<file path="src/rtl/axis_eth_pkt_gen_pkg.sv">
// -----------------------------------------------------------------------------
// axis_eth_pkt_gen_pkg
// Shared types and helpers for the AXI-Stream Ethernet frame generator.
//   ETH_HDR_BYTES  : length of the programmable Ethernet header (dst, src, type)
//   MAX_DATA_BYTES : widest beat the beat builder can produce
//   state_e        : generator FSM states
//   beat_t         : one beat at maximum width (data, keep, last)
//   build_beat     : builds the beat that starts at a given wire-byte offset
// -----------------------------------------------------------------------------
package axis_eth_pkt_gen_pkg;

    localparam int ETH_HDR_BYTES  = 14;
    localparam int MAX_DATA_BYTES = 8;

    typedef enum logic [1:0] {
        IDLE,
        SEND,
        GAP
    } state_e;

    typedef struct packed {
        logic [8*MAX_DATA_BYTES-1:0] data;
        logic [MAX_DATA_BYTES-1:0]   keep;
        logic                        last;
    } beat_t;

    // Beat starting at wire byte byte_offset of a frame of len bytes.
    // header is {dst, src, ethertype}; wire byte 0 sits in the top byte.
    // Only the low byte of the frame index matters for the payload pattern.
    // Lanes at or beyond data_bytes, and bytes past the frame end, stay zero.
    function automatic beat_t build_beat(input logic [31:0]  byte_offset,
                                         input logic [31:0]  len,
                                         input logic [7:0]   idx,
                                         input logic [111:0] header,
                                         input int           data_bytes);
        beat_t       b;
        logic [31:0] n;
        b = '0;
        for (int k = 0; k < MAX_DATA_BYTES; k++) begin
            n = byte_offset + 32'(k);
            if ((k < data_bytes) && (n < len)) begin
                b.keep[k] = 1'b1;
                if (n < 32'(ETH_HDR_BYTES)) begin
                    b.data[8*k +: 8] = header[8*(ETH_HDR_BYTES-1-int'(n)) +: 8];
                end else begin
                    b.data[8*k +: 8] = idx + n[7:0] - 8'(ETH_HDR_BYTES);
                end
            end
        end
        b.last = ((byte_offset + 32'(data_bytes)) >= len);
        return b;
    endfunction

endpackage

</file>
<file path="src/rtl/axis_eth_pkt_gen_if.sv">
// -----------------------------------------------------------------------------
// axis_eth_pkt_gen_if
// AXI-Stream bus carrying generated Ethernet frames.
//   tdata  : 8*DATA_BYTES, lane k = tdata[8k+:8], lane 0 is the earliest byte
//   tkeep  : DATA_BYTES, contiguous from lane 0
//   tlast  : last beat of a frame
//   tvalid : beat valid
//   tready : sink ready
// master = frame source, slave = frame sink.
// -----------------------------------------------------------------------------
interface axis_eth_pkt_gen_if #(
    parameter int DATA_BYTES = 1
);
    logic [8*DATA_BYTES-1:0] tdata;
    logic [DATA_BYTES-1:0]   tkeep;
    logic                    tlast;
    logic                    tvalid;
    logic                    tready;

    modport master (output tdata, tkeep, tlast, tvalid, input tready);
    modport slave  (input tdata, tkeep, tlast, tvalid, output tready);
endinterface

</file>
<file path="src/rtl/axis_eth_pkt_gen.sv">
// -----------------------------------------------------------------------------
// axis_eth_pkt_gen
// Deterministic AXI-Stream Ethernet frame transmitter. Each frame carries a
// programmable 14-byte header followed by a counting payload; the frame
// length sweeps over [max(min,14), max(max,lo)] and a programmable idle gap
// follows each frame.
// Ports:
//   clk, aresetn      : clock, asynchronous active-low reset
//   start / stop      : single-cycle run control pulses
//   cfg_*             : header, length range, frame count (0 = unlimited), gap;
//                       captured on start
//   busy, done        : run in progress / one-cycle end-of-run pulse
//   pkt_count         : frames completed since the last start (wraps)
//   m_axis            : AXI-Stream master (tdata/tkeep/tlast/tvalid/tready)
// -----------------------------------------------------------------------------
module axis_eth_pkt_gen
    import axis_eth_pkt_gen_pkg::*;
#(
    parameter int DATA_BYTES = 1,
    parameter int LEN_W      = 16,
    parameter int GAP_W      = 8
) (
    input  logic                      clk,
    input  logic                      aresetn,
    input  logic                      start,
    input  logic                      stop,
    input  logic [47:0]               cfg_dst_mac,
    input  logic [47:0]               cfg_src_mac,
    input  logic [15:0]               cfg_ethertype,
    input  logic [LEN_W-1:0]          cfg_min_len,
    input  logic [LEN_W-1:0]          cfg_max_len,
    input  logic [LEN_W-1:0]          cfg_num_pkts,
    input  logic [GAP_W-1:0]          cfg_gap,
    output logic                      busy,
    output logic                      done,
    output logic [LEN_W-1:0]          pkt_count,
    axis_eth_pkt_gen_if.master        m_axis
);

    // Run state
    state_e                  state_q, state_d;
    logic                    busy_q, busy_d;
    logic                    done_q, done_d;
    // Frames completed; also serves as the frame index i, since both clear on
    // start and advance on every accepted tlast.
    logic [LEN_W-1:0]        cnt_q, cnt_d;
    logic                    stop_pend_q, stop_pend_d;

    // Captured configuration
    logic [111:0]            hdr_q, hdr_d;
    logic [LEN_W-1:0]        lo_q, lo_d;
    logic [LEN_W-1:0]        span_q, span_d;      // hi - lo
    logic [LEN_W-1:0]        num_q, num_d;
    logic [GAP_W-1:0]        gap_cfg_q, gap_cfg_d;

    // Frame progress
    logic [LEN_W-1:0]        len_off_q, len_off_d; // i mod (span + 1)
    logic [LEN_W-1:0]        off_q, off_d;         // wire offset of current beat
    logic [GAP_W-1:0]        gap_cnt_q, gap_cnt_d;

    // Output beat register
    logic [8*DATA_BYTES-1:0] tdata_q, tdata_d;
    logic [DATA_BYTES-1:0]   tkeep_q, tkeep_d;
    logic                    tlast_q, tlast_d;
    logic                    tvalid_q, tvalid_d;

    // Beat builder arguments and result
    logic [31:0]             bb_off, bb_len;
    logic [7:0]              bb_idx;
    logic [111:0]            bb_hdr;
    logic                    load_beat, clear_beat;
    beat_t                   nb;
    logic [8*DATA_BYTES-1:0] nb_data;
    logic [DATA_BYTES-1:0]   nb_keep;
    logic                    unused_beat_bits;

    logic [LEN_W-1:0]        lo_new, hi_new, cur_len, nxt_len_off;
    logic                    accept, stop_now, last_frame;

    // ---------------------------------------------------------------- control
    always_comb begin
        lo_new      = (cfg_min_len < LEN_W'(ETH_HDR_BYTES)) ? LEN_W'(ETH_HDR_BYTES) : cfg_min_len;
        hi_new      = (cfg_max_len < lo_new) ? lo_new : cfg_max_len;
        cur_len     = lo_q + len_off_q;
        // Wrapping counter replaces i mod (hi - lo + 1).
        nxt_len_off = (len_off_q == span_q) ? '0 : len_off_q + LEN_W'(1);
        accept      = tvalid_q && m_axis.tready;
        stop_now    = stop || stop_pend_q;
        last_frame  = (num_q != '0) && (cnt_q == num_q - LEN_W'(1));

        state_d     = state_q;
        busy_d      = busy_q;
        done_d      = 1'b0;
        cnt_d       = cnt_q;
        stop_pend_d = stop_pend_q;
        hdr_d       = hdr_q;
        lo_d        = lo_q;
        span_d      = span_q;
        num_d       = num_q;
        gap_cfg_d   = gap_cfg_q;
        len_off_d   = len_off_q;
        off_d       = off_q;
        gap_cnt_d   = gap_cnt_q;

        bb_off      = '0;
        bb_len      = 32'(cur_len);
        bb_idx      = cnt_q[7:0];
        bb_hdr      = hdr_q;
        load_beat   = 1'b0;
        clear_beat  = 1'b0;

        case (state_q)
            IDLE: begin
                stop_pend_d = 1'b0;
                if (start) begin
                    hdr_d     = {cfg_dst_mac, cfg_src_mac, cfg_ethertype};
                    lo_d      = lo_new;
                    span_d    = hi_new - lo_new;
                    num_d     = cfg_num_pkts;
                    gap_cfg_d = cfg_gap;
                    cnt_d     = '0;
                    len_off_d = '0;
                    off_d     = '0;
                    busy_d    = 1'b1;
                    state_d   = SEND;
                    bb_hdr    = {cfg_dst_mac, cfg_src_mac, cfg_ethertype};
                    bb_len    = 32'(lo_new);
                    bb_idx    = '0;
                    load_beat = 1'b1;
                end
            end
            SEND: begin
                if (stop) begin
                    stop_pend_d = 1'b1;
                end
                if (accept) begin
                    if (!tlast_q) begin
                        off_d     = off_q + LEN_W'(DATA_BYTES);
                        bb_off    = 32'(off_q) + 32'(DATA_BYTES);
                        load_beat = 1'b1;
                    end else begin
                        cnt_d     = cnt_q + LEN_W'(1);
                        len_off_d = nxt_len_off;
                        off_d     = '0;
                        if (last_frame || stop_now) begin
                            state_d     = IDLE;
                            busy_d      = 1'b0;
                            done_d      = 1'b1;
                            stop_pend_d = 1'b0;
                            clear_beat  = 1'b1;
                        end else if (gap_cfg_q != '0) begin
                            state_d    = GAP;
                            gap_cnt_d  = gap_cfg_q;
                            clear_beat = 1'b1;
                        end else begin
                            // Back-to-back: preload the next frame's first beat.
                            bb_len    = 32'(lo_q + nxt_len_off);
                            bb_idx    = cnt_q[7:0] + 8'd1;
                            load_beat = 1'b1;
                        end
                    end
                end
            end
            GAP: begin
                if (stop_now) begin
                    state_d     = IDLE;
                    busy_d      = 1'b0;
                    done_d      = 1'b1;
                    stop_pend_d = 1'b0;
                end else if (gap_cnt_q == GAP_W'(1)) begin
                    // Counters were advanced at the tlast, so defaults describe
                    // the next frame.
                    state_d   = SEND;
                    load_beat = 1'b1;
                end else begin
                    gap_cnt_d = gap_cnt_q - GAP_W'(1);
                end
            end
            default: begin
                state_d = IDLE;
            end
        endcase
    end

    assign nb               = build_beat(bb_off, bb_len, bb_idx, bb_hdr, DATA_BYTES);
    assign unused_beat_bits = ^nb;

    genvar gi;
    generate
        for (gi = 0; gi < DATA_BYTES; gi++) begin : g_lane
            assign nb_data[8*gi +: 8] = nb.data[8*gi +: 8];
            assign nb_keep[gi]        = nb.keep[gi];
        end
    endgenerate

    // Output beat register: load a new beat, clear when idling, else hold
    // (which keeps the beat stable while the sink stalls).
    always_comb begin
        tdata_d  = tdata_q;
        tkeep_d  = tkeep_q;
        tlast_d  = tlast_q;
        tvalid_d = tvalid_q;
        if (load_beat) begin
            tdata_d  = nb_data;
            tkeep_d  = nb_keep;
            tlast_d  = nb.last;
            tvalid_d = 1'b1;
        end else if (clear_beat) begin
            tdata_d  = '0;
            tkeep_d  = '0;
            tlast_d  = 1'b0;
            tvalid_d = 1'b0;
        end
    end

    // ---------------------------------------------------------------- state
    always_ff @(posedge clk or negedge aresetn) begin
        if (!aresetn) begin
            state_q     <= IDLE;
            busy_q      <= 1'b0;
            done_q      <= 1'b0;
            cnt_q       <= '0;
            stop_pend_q <= 1'b0;
            hdr_q       <= '0;
            lo_q        <= '0;
            span_q      <= '0;
            num_q       <= '0;
            gap_cfg_q   <= '0;
            len_off_q   <= '0;
            off_q       <= '0;
            gap_cnt_q   <= '0;
            tdata_q     <= '0;
            tkeep_q     <= '0;
            tlast_q     <= 1'b0;
            tvalid_q    <= 1'b0;
        end else begin
            state_q     <= state_d;
            busy_q      <= busy_d;
            done_q      <= done_d;
            cnt_q       <= cnt_d;
            stop_pend_q <= stop_pend_d;
            hdr_q       <= hdr_d;
            lo_q        <= lo_d;
            span_q      <= span_d;
            num_q       <= num_d;
            gap_cfg_q   <= gap_cfg_d;
            len_off_q   <= len_off_d;
            off_q       <= off_d;
            gap_cnt_q   <= gap_cnt_d;
            tdata_q     <= tdata_d;
            tkeep_q     <= tkeep_d;
            tlast_q     <= tlast_d;
            tvalid_q    <= tvalid_d;
        end
    end

    assign busy          = busy_q;
    assign done          = done_q;
    assign pkt_count     = cnt_q;
    assign m_axis.tdata  = tdata_q;
    assign m_axis.tkeep  = tkeep_q;
    assign m_axis.tlast  = tlast_q;
    assign m_axis.tvalid = tvalid_q;

endmodule

</file>
<file path="src/flat_wrapper.sv">
// flat-port wrapper written by rule: the top's interface ports become plain ports
module axis_eth_pkt_gen_flat import axis_eth_pkt_gen_pkg::*;
#(
    parameter int DATA_BYTES = 1,
    parameter int LEN_W      = 16,
    parameter int GAP_W      = 8
)
  (clk, aresetn, start, stop, cfg_dst_mac, cfg_src_mac, cfg_ethertype, cfg_min_len, cfg_max_len, cfg_num_pkts, cfg_gap, busy, done, pkt_count, m_axis_tdata, m_axis_tkeep, m_axis_tlast, m_axis_tvalid, m_axis_tready);
  axis_eth_pkt_gen_if #(.DATA_BYTES(DATA_BYTES)) m_axis_i ();
  input  logic clk;
  input  logic aresetn;
  input  logic start;
  input  logic stop;
  input  logic [47:0] cfg_dst_mac;
  input  logic [47:0] cfg_src_mac;
  input  logic [15:0] cfg_ethertype;
  input  logic [LEN_W-1:0] cfg_min_len;
  input  logic [LEN_W-1:0] cfg_max_len;
  input  logic [LEN_W-1:0] cfg_num_pkts;
  input  logic [GAP_W-1:0] cfg_gap;
  output logic busy;
  output logic done;
  output logic [LEN_W-1:0] pkt_count;
  output wire logic [$bits(m_axis_i.tdata)-1:0] m_axis_tdata;
  output wire logic [$bits(m_axis_i.tkeep)-1:0] m_axis_tkeep;
  output wire logic [$bits(m_axis_i.tlast)-1:0] m_axis_tlast;
  output wire logic [$bits(m_axis_i.tvalid)-1:0] m_axis_tvalid;
  input wire logic [$bits(m_axis_i.tready)-1:0] m_axis_tready;
  assign m_axis_tdata = m_axis_i.tdata;
  assign m_axis_tkeep = m_axis_i.tkeep;
  assign m_axis_tlast = m_axis_i.tlast;
  assign m_axis_tvalid = m_axis_i.tvalid;
  assign m_axis_i.tready = m_axis_tready;
  axis_eth_pkt_gen #(.DATA_BYTES(DATA_BYTES), .LEN_W(LEN_W), .GAP_W(GAP_W)) u_core (.clk(clk), .aresetn(aresetn), .start(start), .stop(stop), .cfg_dst_mac(cfg_dst_mac), .cfg_src_mac(cfg_src_mac), .cfg_ethertype(cfg_ethertype), .cfg_min_len(cfg_min_len), .cfg_max_len(cfg_max_len), .cfg_num_pkts(cfg_num_pkts), .cfg_gap(cfg_gap), .busy(busy), .done(done), .pkt_count(pkt_count), .m_axis(m_axis_i));
endmodule
</file>
<file path="config.mk">
export PLATFORM = sky130hd
export DESIGN_NAME = axis_eth_pkt_gen_flat
export DESIGN_NICKNAME = d
export VERILOG_FILES = /design/src/rtl/axis_eth_pkt_gen_pkg.sv /design/src/rtl/axis_eth_pkt_gen_if.sv /design/src/rtl/axis_eth_pkt_gen.sv /design/src/flat_wrapper.sv
export SDC_FILE = /design/constraint.sdc
export NUM_CORES = 1
export LEC_CHECK = 0
export CORE_UTILIZATION = 59
export DETAILED_ROUTE_END_ITERATION = 6
export DONT_BUFFER_PORTS = 1
export PLACE_DENSITY_LB_ADDON = 0.05
export SLEW_MARGIN = 20
export SYNTH_ARGS = -nofsm -noshare
export SYNTH_HDL_FRONTEND = slang
export SYNTH_SLANG_ARGS = --single-unit
</file>
<file path="constraint.sdc">
create_clock -name clk -period 5.6 [get_ports clk]
set_input_delay 0.56 -clock clk [delete_from_list [all_inputs] [get_ports clk]]
set_output_delay 0.56 -clock clk [all_outputs]
set_load 0.02 [all_outputs]
</file>
; After elaboration in Yosys (flattened, before gate mapping)
; Index checks and enable logic that the tools add are counted.
[totals]
ff_bits = 240
wordCells = 154
in_bits = 173
output_inout_bits = 29
[classes]
mux = 83
n_addsub = 14
order_cmp = 5
n_eq_ne = 16
n_shift = 1
reduce_logical = 18
[ops]
columns = op, count
row1 = 112-bit two-way mux, 2
row2 = 32-bit two-way mux, 7
row3 = 16-bit two-way mux, 11
row4 = 8-bit two-way mux, 15
row5 = 112-bit by 32-bit variable part select with 8-bit output, 1
row6 = 16-bit case mux with 2 select lines, 3
row7 = 32-bit case mux with 2 select lines, 1
row8 = "16-bit by 1-bit adder with 16-bit output, second input constant", 3
row9 = "32-bit by 1-bit adder with 32-bit output, second input constant", 1
row10 = 16-bit equality test, 2
row11 = 32-bit greater-or-equal comparator, 1
row12 = 32-bit less-than comparator, 1
row13 = "32-bit by 4-bit less-than comparator with 1-bit output, second input constant", 1
row14 = 8-bit case mux with 2 select lines, 2
row15 = 1-bit two-way mux, 30
row16 = "5-bit by 29-bit subtractor with 29-bit output, first input constant", 1
row17 = "16-bit by 1-bit adder with 17-bit output, second input constant", 1
row18 = 16-bit by 16-bit adder with 17-bit output, 1
row19 = 16-bit adder, 1
row20 = 16-bit less-than comparator, 1
row21 = "16-bit by 4-bit less-than comparator with 1-bit output, second input constant", 1
row22 = 16-bit nonzero test, 1
row23 = "16-bit by 1-bit subtractor with 16-bit output, second input constant", 1
row24 = 16-bit subtractor, 1
row25 = 26 further kinds, 47

; Logic depth before layout (Yosys ltp)
; Gate-level depths: netlist (run 1).
[logic_depth]
depth_word = 13
mapped_depth = 26
mapped_depth_nobuf = 24

; Least setup slack after synthesis (run 1)
; OpenSTA, ideal clock, no wires.
[synth_path]
path_kind = register to register
start = reg u_core.len_off_q[9]
end = reg u_core.tdata_q[7], in the netlist u_core.m_axis.tdata[7]
period_less_slack_ps = 5347
slack_ps = 253
t_arrival_ps = 5252
setup_ps = 95
t_required_ps = 5505
n_path_buf = 3
stages_incl_launch_ff = 24
path_cell_list = dfrtp_1 clkbuf_1 xor2_1 nor4_1 and4_1 clkbuf_1 clkbuf_1 nor2_1 ha_1 fa_1 nand3_1 nand2_1 maj3_1 a311oi_1 a31oi_1 o41a_1 xnor2_1 nor2_1 a221oi_1 ha_1 a21o_1 a211oi_1 o311ai_0 o31ai_1
[synth_between]
elab_chain_cells = 11
elab_cells_between_ends = 14
cone_classes = 3 x add/sub / 1 x order compare / 1 x eq/ne / 9 x mux
[synth_lines]
columns = item, line_no
row1 = from (decl), axis_eth_pkt_gen.sv:57  ; logic [LEN_W-1:0] len_off_q, len_off_d;
row2 = from (signal assigned), axis_eth_pkt_gen.sv:247  ; len_off_q <= len_off_d;
row3 = 16-bit by 1-bit adder with 16-bit output or 16-bit equality test (tied branches), axis_eth_pkt_gen.sv:86  ; nxt_len_off = (len_off_q == span_q) ? '0 : len_off_q + LEN_W'(1);
row4 = 16-bit two-way mux, axis_eth_pkt_gen.sv:86
row5 = 16-bit by 16-bit adder with 17-bit output, axis_eth_pkt_gen.sv:157  ; bb_len = 32'(lo_q + nxt_len_off);
row6 = 32-bit two-way mux, axis_eth_pkt_gen.sv:151  ; end else if (gap_cfg_q != '0) begin
row7 = 32-bit two-way mux, axis_eth_pkt_gen.sv:145  ; if (last_frame || stop_now) begin
row8 = 32-bit two-way mux, axis_eth_pkt_gen.sv:137  ; if (!tlast_q) begin
row9 = 32-bit two-way mux, axis_eth_pkt_gen.sv:136  ; if (accept) begin
row10 = 32-bit case mux with 2 select lines *, axis_eth_pkt_gen.sv:112  ; case (state_q)
row11 = 32-bit less-than comparator *, axis_eth_pkt_gen_pkg.sv:41  ; if ((k < data_bytes) && (n < len)) begin
row12 = 8-bit two-way mux *, axis_eth_pkt_gen_pkg.sv:41
row13 = 8-bit two-way mux *, axis_eth_pkt_gen.sv:203  ; if (load_beat) begin
row14 = to (signal assigned), axis_eth_pkt_gen.sv:250  ; tdata_q <= tdata_d;
row15 = to (decl), axis_eth_pkt_gen.sv:62  ; logic [8*DATA_BYTES-1:0] tdata_q, tdata_d;
; Every way passes the cells marked *; elsewhere a longest branch is shown, timed or not.
; A chain may end at the register's enable or synchronous reset.

; Final worst setup path (run 1)
[layout_path]
start = reg u_core.num_q[8]
end = reg u_core.tdata_q[7], in the netlist u_core.m_axis.tdata[7]
[layout_between]
elab_chain_cells = 13
elab_cells_between_ends = 28
cone_classes = 3 x add/sub / 1 x order compare / 1 x eq/ne / 19 x mux / 4 x reduce/logical
[layout_lines]
columns = item, line_no
row1 = from (decl), axis_eth_pkt_gen.sv:53  ; logic [LEN_W-1:0] num_q, num_d;
row2 = from (signal assigned), axis_eth_pkt_gen.sv:245  ; num_q <= num_d;
row3 = 16-bit by 1-bit subtractor with 16-bit output, axis_eth_pkt_gen.sv:89  ; last_frame = (num_q != '0) && (cnt_q == num_q - LEN_W'(1));
row4 = 16-bit equality test, axis_eth_pkt_gen.sv:89
row5 = 1-bit logical AND *, axis_eth_pkt_gen.sv:89
row6 = 1-bit logical OR *, axis_eth_pkt_gen.sv:145
row7 = 8-bit two-way mux, axis_eth_pkt_gen.sv:145
row8 = 8-bit two-way mux, axis_eth_pkt_gen.sv:137
row9 = 8-bit two-way mux, axis_eth_pkt_gen.sv:136
row10 = 8-bit case mux with 2 select lines, axis_eth_pkt_gen.sv:112
row11 = 8-bit adder, axis_eth_pkt_gen_pkg.sv:46  ; b.data[8*k +: 8] = idx + n[7:0] - 8'(ETH_HDR_BYTES);
row12 = 8-bit by 4-bit subtractor with 8-bit output, axis_eth_pkt_gen_pkg.sv:46
row13 = 8-bit two-way mux, axis_eth_pkt_gen_pkg.sv:43  ; if (n < 32'(ETH_HDR_BYTES)) begin
row14 = 8-bit two-way mux, axis_eth_pkt_gen_pkg.sv:41
row15 = 8-bit two-way mux, axis_eth_pkt_gen.sv:203
; Marks and branches as above.

==> results.sh, run 1 <==
export IMPL_outcome="finished with violations"
export IMPL_violations="hold timing"
export IMPL_clockBufferDepth=3
export IMPL_post_dp_cell_area_sq_um=17300
export IMPL_place_gp_congestion=0.940
export IMPL_diodes=0
export IMPL_synthArstFlopShare=1.00
export IMPL_critPathMaxStageDelay_ns=0.56
export IMPL_nNetsFinal=2310
export IMPL_power_frac_seq=0.341
export IMPL_ys_seq_area_frac=0.358
export IMPL_layout_drive_gt1_share=0.0842
export IMPL_dieArea_sq_um=29100
export IMPL_overflow=0
export IMPL_syn_area_per_cell_sq_um=8.26
export IMPL_clock_skew_ns=0.0224
export IMPL_netSwitchingPower_w=0.00350
export IMPL_drt_initial_drc_count=1054
export IMPL_drv_slew=0
export IMPL_p_clk_frac=0.207
export IMPL_ir_drop_v=0.000292
export IMPL_finalSetupViolCount=0
export IMPL_cp_required_ns=6.01
export IMPL_cts_tree="built"
export IMPL_leakage_nw=8.73
export IMPL_endpoint_kind="flop"
export IMPL_portBuffers=0
export IMPL_pre_cts_slack_ns=-0.111
export IMPL_yosys_warnings=0
export IMPL_grt_pass1_vias=13869
export IMPL_fin_crit_ns=5.31
export IMPL_postRouteAntennaNets=0
export IMPL_viasPerCell=6.12
export IMPL_r2r_start="u_core.num_q[8]$_DFFE_PN0P_"
export IMPL_start_kind="flop"
export IMPL_gr_usage_met3=0.0507
export IMPL_critPathMaxFanout=8
export IMPL_cts_num_sinks=240
export IMPL_crit_chain="or4_1 -> or4b_1 -> and4_1 -> nor3_1 -> nor4bb_2 -> buf_4 -> nor3_4 -> buf_4 -> a21oi_1 -> o21ai_0 -> o21ai_0 -> ha_1 -> inv_1 -> fa_1 -> nor2b_1 -> o21ai_0 -> nand2_1 -> a21o_1 -> a21oi_2 -> xnor2_2 -> a41oi_1 -> a221oi_2 -> o31ai_1"
export IMPL_grt_max_degree=241
export IMPL_rows=61
export IMPL_whs_ns=-0.298
export IMPL_dr_pass1_iters=5
export IMPL_power_density_nw_per_um2=456
export IMPL_ys_ff_latch=240
export IMPL_worst_slack_ns=0.288
export IMPL_crit_arrival_ns=5.72
export IMPL_clk_latency_ns=0.55
export IMPL_remaining_drc_errors=0
export IMPL_drv_cap=0
export IMPL_ys_top_cells_by_area="dfrtp_1 36%, nand2_1 11%, ha_1 9.0%"
export IMPL_ys_top_cells_by_count="505 x nand2_1, 240 x dfrtp_1, 127 x nor2_1, 127 x o21ai_0, 120 x ha_1"
export IMPL_cts_root_buf="clkbuf_16"
export IMPL_grt_pass1_wl_mm=72.7
export IMPL_r2r_end="u_core.m_axis.tdata[7]$_DFFE_PN0P_"
export IMPL_synthFlopType="dfrtp_1"
export IMPL_reg2reg_depth=23
export IMPL_synthesis_nets=2327
export IMPL_cts_htree_levels=1
export IMPL_numCtsBuffers=26
export IMPL_yosys_area_top_type="dfrtp_1"
export IMPL_hold_path_class="in -> async"
export IMPL_grt_use_met2=0.492
export IMPL_syn_inst=2030
export IMPL_met1_usage=0.438
export IMPL_crit_top_cell="o21ai_0"
export IMPL_grt_total_usage=0.314
export IMPL_io_pins=202
export IMPL_synth_most_common_cell="nand2_1"
export IMPL_syn_to_final_growth_pct=9.14
export IMPL_tns_ns=0
export IMPL_vias=14739
export IMPL_max_slew_margin=0.415
export IMPL_slowest_stage="or4b_1"
export IMPL_antenna_found_initial=0
export IMPL_max_freq_mhz=188
export IMPL_synth_cell_types=77
export IMPL_start_util=0.602
export IMPL_routed_wl_mm=46.0
export IMPL_fp_dieW_um=171
export IMPL_syn_area_sq_um=16800
export IMPL_coreArea_sq_um=27900
export IMPL_post_route_period_util=0.949
export IMPL_routedWlPerCell_um=19.1
export IMPL_r2r_slack_ns=0.29
export IMPL_clk_pin_slew_ns=0.07
export IMPL_dp_hpwl_mm=33.9
export IMPL_combPwrFrac=0.452
export IMPL_worstSetupPathType="reg -> reg"
export IMPL_internal_power_w=0.00485
export IMPL_synth_top_area_share=0.358
export IMPL_tightest_slew_ns=0.877
export IMPL_final_fill_count=2445
export IMPL_postLayoutCellArea_sq_um=18300
export IMPL_synth_edff_count=0
export IMPL_grt_busiest_layer="met2"
export IMPL_sw_frac_of_total=0.419
export IMPL_die_height_um=171
export IMPL_hold_viol_final=240
==> worst max path at each step <==
stage / startpoint / endpoint / slack (ns) / depth (start not counted)
after floorplan: u_core.len_off_q[9]$_DFFE_PN0P_ / u_core.m_axis.tdata[7]$_DFFE_PN0P_ / 0.25 / 23
after global placement: u_core.len_off_q[8]$_DFFE_PN0P_ / u_core.m_axis.tdata[1]$_DFFE_PN0P_ / 0.05 / 22
after detailed placement: u_core.len_off_q[8]$_DFFE_PN0P_ / u_core.m_axis.tdata[7]$_DFFE_PN0P_ / -0.11 / 22
after CTS: u_core.span_q[14]$_DFFE_PN0P_ / u_core.m_axis.tdata[7]$_DFFE_PN0P_ / 0.02 / 22
after global routing: u_core.num_q[8]$_DFFE_PN0P_ / u_core.m_axis.tdata[7]$_DFFE_PN0P_ / -0.02 / 22
final: u_core.num_q[8]$_DFFE_PN0P_ / u_core.m_axis.tdata[7]$_DFFE_PN0P_ / 0.29 / 23
==> per-layer routing <==
| layer | part of all wire | vias up |
|---|---|---|
| li1 | - | 7120 |
| met1 | 0.45 | 7018 |
| met2 | 0.45 | 509 |
| met3 | 0.070 | 92 |
| met4 | 0.035 | 0 |
| met5 | 0 | - |
==> critical path, delay by kind of cell (launching register included) <==
kind / cells / cell delay [ns]
AOI/OAI and AO/OA: 9 / 1.21
adders and majority gates: 2 / 0.77
DFF: 1 / 0.45
and+or+nand+nor: 8 / 2.07
xor gates and xnor gates: 1 / 0.20
buffers and inverters: 3 / 0.44
==> cells in the final DEF, fill, tap and decap left out, types with 6 or more instances in the layout <==
cell type    n
nand2b_1    15
or3_1       24
o2111ai_1    8
a31oi_1     15
mux2i_1     32
dfrtp_1    239
inv_1       52
or4_1       10
nand2_1    504
and2_1      13
a21oi_1     69
nor4_1      11
a211o_1      9
buf_4       52
nor2b_1     11
o21ai_0    126
xor2_1      71
a211oi_1     8
nand3b_1     6
nor3_1      40
a21o_1      33
clkbuf_16   27
a41oi_1      7
clkbuf_8     6
or2_2       15
a22o_1      22
xnor2_1     50
nand3_1     55
ha_1       120
o211ai_1    26
o21a_1      16
mux2_2      22
o31ai_1     11
and3_1      25
nor2_1     127
nand4_1     18
==> through the flow <==
| step | util | std cells | total power [W] |
|---|---|---|---|
| detailed placement | 0.622 | 2362 | 0.00653 |
| CTS | 0.653 | 2409 | 0.00829 |
| global placement | 0.622 | 2362 | 0.00642 |
| finish | 0.657 | 2410 | 0.00835 |
| floorplan | - | 2030 | 0.00552 |
| global route | 0.657 | 2410 | 0.00895 |
==> flip-flops by register name, summed over array words and instances (netlist names), 16 cells and up <==
name	cells
u_core.hdr_q	112
u_core.len_off_q	16
u_core.lo_q	16
u_core.num_q	16
u_core.off_q	16
u_core.pkt_count	16
u_core.span_q	16
==> timing repair <==
item                       4_1_cts  5_1_grt
resized for setup                2       21
setup buffers                    0        1
setup endpoints to repair        8       10
hold endpoints to repair       240      240
pin swaps                        0        5
==> cell type report <==
| class | count | area [sq um] | area share |
|---|---|---|---|
| Clock buffer | 37 | 773 | 0.0422 |
| Clock inverter | 10 | 87.6 | 0.00478 |
| Inverter | 55 | 206 | 0.0113 |
| Multi-Input combinational cell | 1636 | 10300 | 0.565 |
| Sequential cell | 240 | 6010 | 0.328 |
| Tap cell | 378 | 473 | 0.0258 |
| Timing Repair Buffer | 54 | 422 | 0.0230 |
==> cells by family after synthesis <==
family | after synthesis | share of synthesized area
multiplexers | 56 | 0.0365
AND/OR/NAND/NOR | 900 | 0.239
flip-flops | 240 | 0.358
AO/OA/AOI/OAI | 432 | 0.172
adder cells (fa/ha/maj) | 126 | 0.0955
buffers and inverters | 154 | 0.0349
XOR/XNOR | 122 | 0.0637
==> power groups by stage <==
stage	combinational, W	sequential (W)	clock (W)
after floorplan	0.00278	0.00274	0
after global placement	0.00358	0.00284	0
after detailed placement	0.00367	0.00287	0
after CTS	0.00370	0.00284	0.00175
after global routing	0.00423	0.00292	0.00180
final	0.00378	0.00285	0.00173
Note: power is estimated with default switching activity, not from simulation.
==> inputs of run 2 (changes only) <==
- SKIP_LAST_GASP: default -> 1
==> run 2 against run 1 <==
Net effect:
- the flow still finishes with violations (hold timing)
- clock power about the same
- setup slack got worse by 0.018 ns
- critical path type unchanged
- sequential cell count unchanged
==> results.sh, run 2 (synthesized netlist as in run 1, its figures left out) <==
export IMPL_place_gp_congestion=0.940
export IMPL_overflow=0
export IMPL_whs_ns=-0.295
export IMPL_cts_num_sinks=240
export IMPL_grt_pass1_vias=13869
export IMPL_routedWlPerCell_um=19.0
export IMPL_postRouteAntennaNets=0
export IMPL_rows=61
export IMPL_coreArea_sq_um=27900
export IMPL_r2r_slack_ns=0.27
export IMPL_top_layer_used="met4"
export IMPL_tightest_slew_ns=0.879
export IMPL_diodes=0
export IMPL_max_slew_margin=0.414
export IMPL_critPathMaxFanout=8
export IMPL_clock_skew_ns=0.0215
export IMPL_regMostFlops="u_core.hdr_q"
export IMPL_slowest_stage="or4b_1"
export IMPL_crit_arrival_ns=5.73
export IMPL_reg2reg_depth=23
export IMPL_crit_top_cell="o21ai_0"
export IMPL_numCtsBuffers=26
export IMPL_finish_utilization=0.656
export IMPL_endpoint_kind="flop"
export IMPL_dp_cells=2362
export IMPL_hold_viol_final=240
export IMPL_critPathTopFamily="simple AND/OR/NAND/NOR gates"
export IMPL_met3_length_mm=3.04
export IMPL_antenna_found_initial=0
export IMPL_outcome="finished with violations"
export IMPL_cp_required_ns=6.00
export IMPL_power_w=0.00834
export IMPL_max_freq_mhz=188
export IMPL_multiInputGateArea_sq_um=10300
export IMPL_clockBufferDepth=3
export IMPL_seqCellArea_sq_um=6010
export IMPL_cts_root_buf="clkbuf_16"
export IMPL_drv_cap=0
export IMPL_power_density_nw_per_um2=456
export IMPL_post_dp_cell_area_sq_um=17300
export IMPL_final_cells=2410
export IMPL_grt_total_usage=0.314
export IMPL_clk_pin_slew_ns=0.07
export IMPL_r2r_start="u_core.num_q[8]$_DFFE_PN0P_"
export IMPL_violations="hold timing"
export IMPL_ir_drop_v=0.000291
export IMPL_syn_to_final_growth_pct=8.98
export IMPL_leakage_nw=8.73
export IMPL_fin_crit_ns=5.33
export IMPL_pre_cts_slack_ns=-0.111
export IMPL_final_common_cell="nand2_1"
export IMPL_hold_path_class="in -> async"
export IMPL_nNetsFinal=2310
export IMPL_io_pins=202
export IMPL_crit_chain="or4_1 -> or4b_1 -> and4_1 -> nor3_1 -> nor4bb_2 -> buf_4 -> nor3_4 -> buf_4 -> a21oi_1 -> o21ai_0 -> o21ai_0 -> ha_1 -> inv_1 -> fa_1 -> nor2b_1 -> o21ai_0 -> nand2_1 -> a21o_1 -> a21oi_2 -> xnor2_2 -> a41oi_1 -> a221oi_2 -> o31ai_1"
export IMPL_grt_max_degree=241
export IMPL_die_height_um=171
export IMPL_layout_drive_gt1_share=0.0812
export IMPL_routed_wl_met2_mm=20.5
export IMPL_vias=14726
export IMPL_finalSetupViolCount=0
export IMPL_final_fill_count=2444
export IMPL_layout_common_cells="504 x nand2_1, 240 x dfrtp_1, 127 x nor2_1, 126 x o21ai_0, 120 x ha_1"
export IMPL_grt_pass1_wl_mm=72.7
export IMPL_dr_pass1_iters=5
export IMPL_rsz0062_at_grt="true"
export IMPL_cts_htree_levels=1
export IMPL_drt_initial_drc_count=1059
export IMPL_routed_wl_mm=45.8
export IMPL_start_kind="flop"
export IMPL_portBuffers=0
export IMPL_r2r_end="u_core.m_axis.tdata[7]$_DFFE_PN0P_"
export IMPL_postLayoutCellArea_sq_um=18300
export IMPL_clk_latency_ns=0.55
export IMPL_dp_hpwl_mm=33.9
export IMPL_fp_dieW_um=171
export IMPL_remaining_drc_errors=0
export IMPL_drv_slew=0
export IMPL_viasPerCell=6.11
export IMPL_start_util=0.602
export IMPL_critPathMaxStageDelay_ns=0.56
export IMPL_m1WireLength_mm=20.6
export IMPL_dieArea_sq_um=29100
export IMPL_largest_reg_flops=112
export IMPL_crit_buf_inv=3
export IMPL_worst_slack_ns=0.270
export IMPL_post_route_period_util=0.952
export IMPL_cts_tree="built"
export IMPL_worstSetupPathType="reg -> reg"
-- run 2: final cells by class --
| class | instances | area share |
|---|---|---|
| Clock inverter | 10 | 0.00479 |
| Sequential cell | 240 | 0.329 |
| Timing Repair Buffer | 54 | 0.0231 |
| Multi-Input combinational cell | 1636 | 0.564 |
| Inverter | 55 | 0.0113 |
| Clock buffer | 37 | 0.0423 |
| Tap cell | 378 | 0.0259 |
-- run 2: layer usage --
layer | track usage | vias up
li1 | - | 7122
met1 | 0.438 | 7044
met2 | 0.492 | 476
met3 | 0.0507 | 84
met4 | 0.110 | 0
met5 | 0 | -
-- run 2: how the worst max path moves through the flow --
stage / startpoint / endpoint / slack [ns] / cells past startpoint
after floorplan: u_core.len_off_q[9]$_DFFE_PN0P_ / u_core.m_axis.tdata[7]$_DFFE_PN0P_ / 0.25 / 23
after global placement: u_core.len_off_q[8]$_DFFE_PN0P_ / u_core.m_axis.tdata[1]$_DFFE_PN0P_ / 0.05 / 22
after detailed placement: u_core.len_off_q[8]$_DFFE_PN0P_ / u_core.m_axis.tdata[7]$_DFFE_PN0P_ / -0.11 / 22
after CTS: u_core.span_q[14]$_DFFE_PN0P_ / u_core.m_axis.tdata[7]$_DFFE_PN0P_ / 0.02 / 22
after global routing: u_core.num_q[8]$_DFFE_PN0P_ / u_core.m_axis.tdata[7]$_DFFE_PN0P_ / -0.10 / 22
final: u_core.num_q[8]$_DFFE_PN0P_ / u_core.m_axis.tdata[7]$_DFFE_PN0P_ / 0.27 / 23
-- run 2: repair_timing --
item	CTS	global route
buffers inserted	0	1
setup endpoints to repair	8	10
endpoints found under the hold margin	240	240
pin swaps	0	4
gates resized for setup	2	15
-- run 2: where the power goes --
group | internal (W) | switching [W] | leakage [nW]
combinational | 0.00144 | 0.00233 | 5.27
sequential | 0.00240 | 0.000440 | 3.03
clock | 0.00101 | 0.000718 | 0.423
total | 0.00485 | 0.00349 | 8.73
-- run 2: stage by stage --
stage / setup TNS (ns) / hold slack (ns)
after detailed placement: -0.746 / 0.275
after global routing: -0.101 / -0.303
after global placement: 0 / 0.275
after CTS: 0 / -0.305
after floorplan: 0 / 0.264
final: 0 / -0.295
-- run 2: worst reg2reg max path, cell delays in order, from the launching register on --
cell and delay (ns):
dfrtp_1 0.46, or4_1 0.55, or4b_1 0.56, and4_1 0.21, nor3_1 0.27, nor4bb_2 0.09
buf_4 0.18, nor3_4 0.19, buf_4 0.20, a21oi_1 0.08, o21ai_0 0.14, o21ai_0 0.11
ha_1 0.31, inv_1 0.06, fa_1 0.46, nor2b_1 0.11, o21ai_0 0.08, nand2_1 0.12
a21o_1 0.14, a21oi_2 0.07, xnor2_2 0.19, a41oi_1 0.17, a221oi_2 0.32, o31ai_1 0.11
==> inputs of run 3 (changes only) <==
- HOLD_SLACK_MARGIN: default -> 0.03
==> results of run 3 <==
Same layout as run 2: the final DEF is identical, and so are final timing and power.
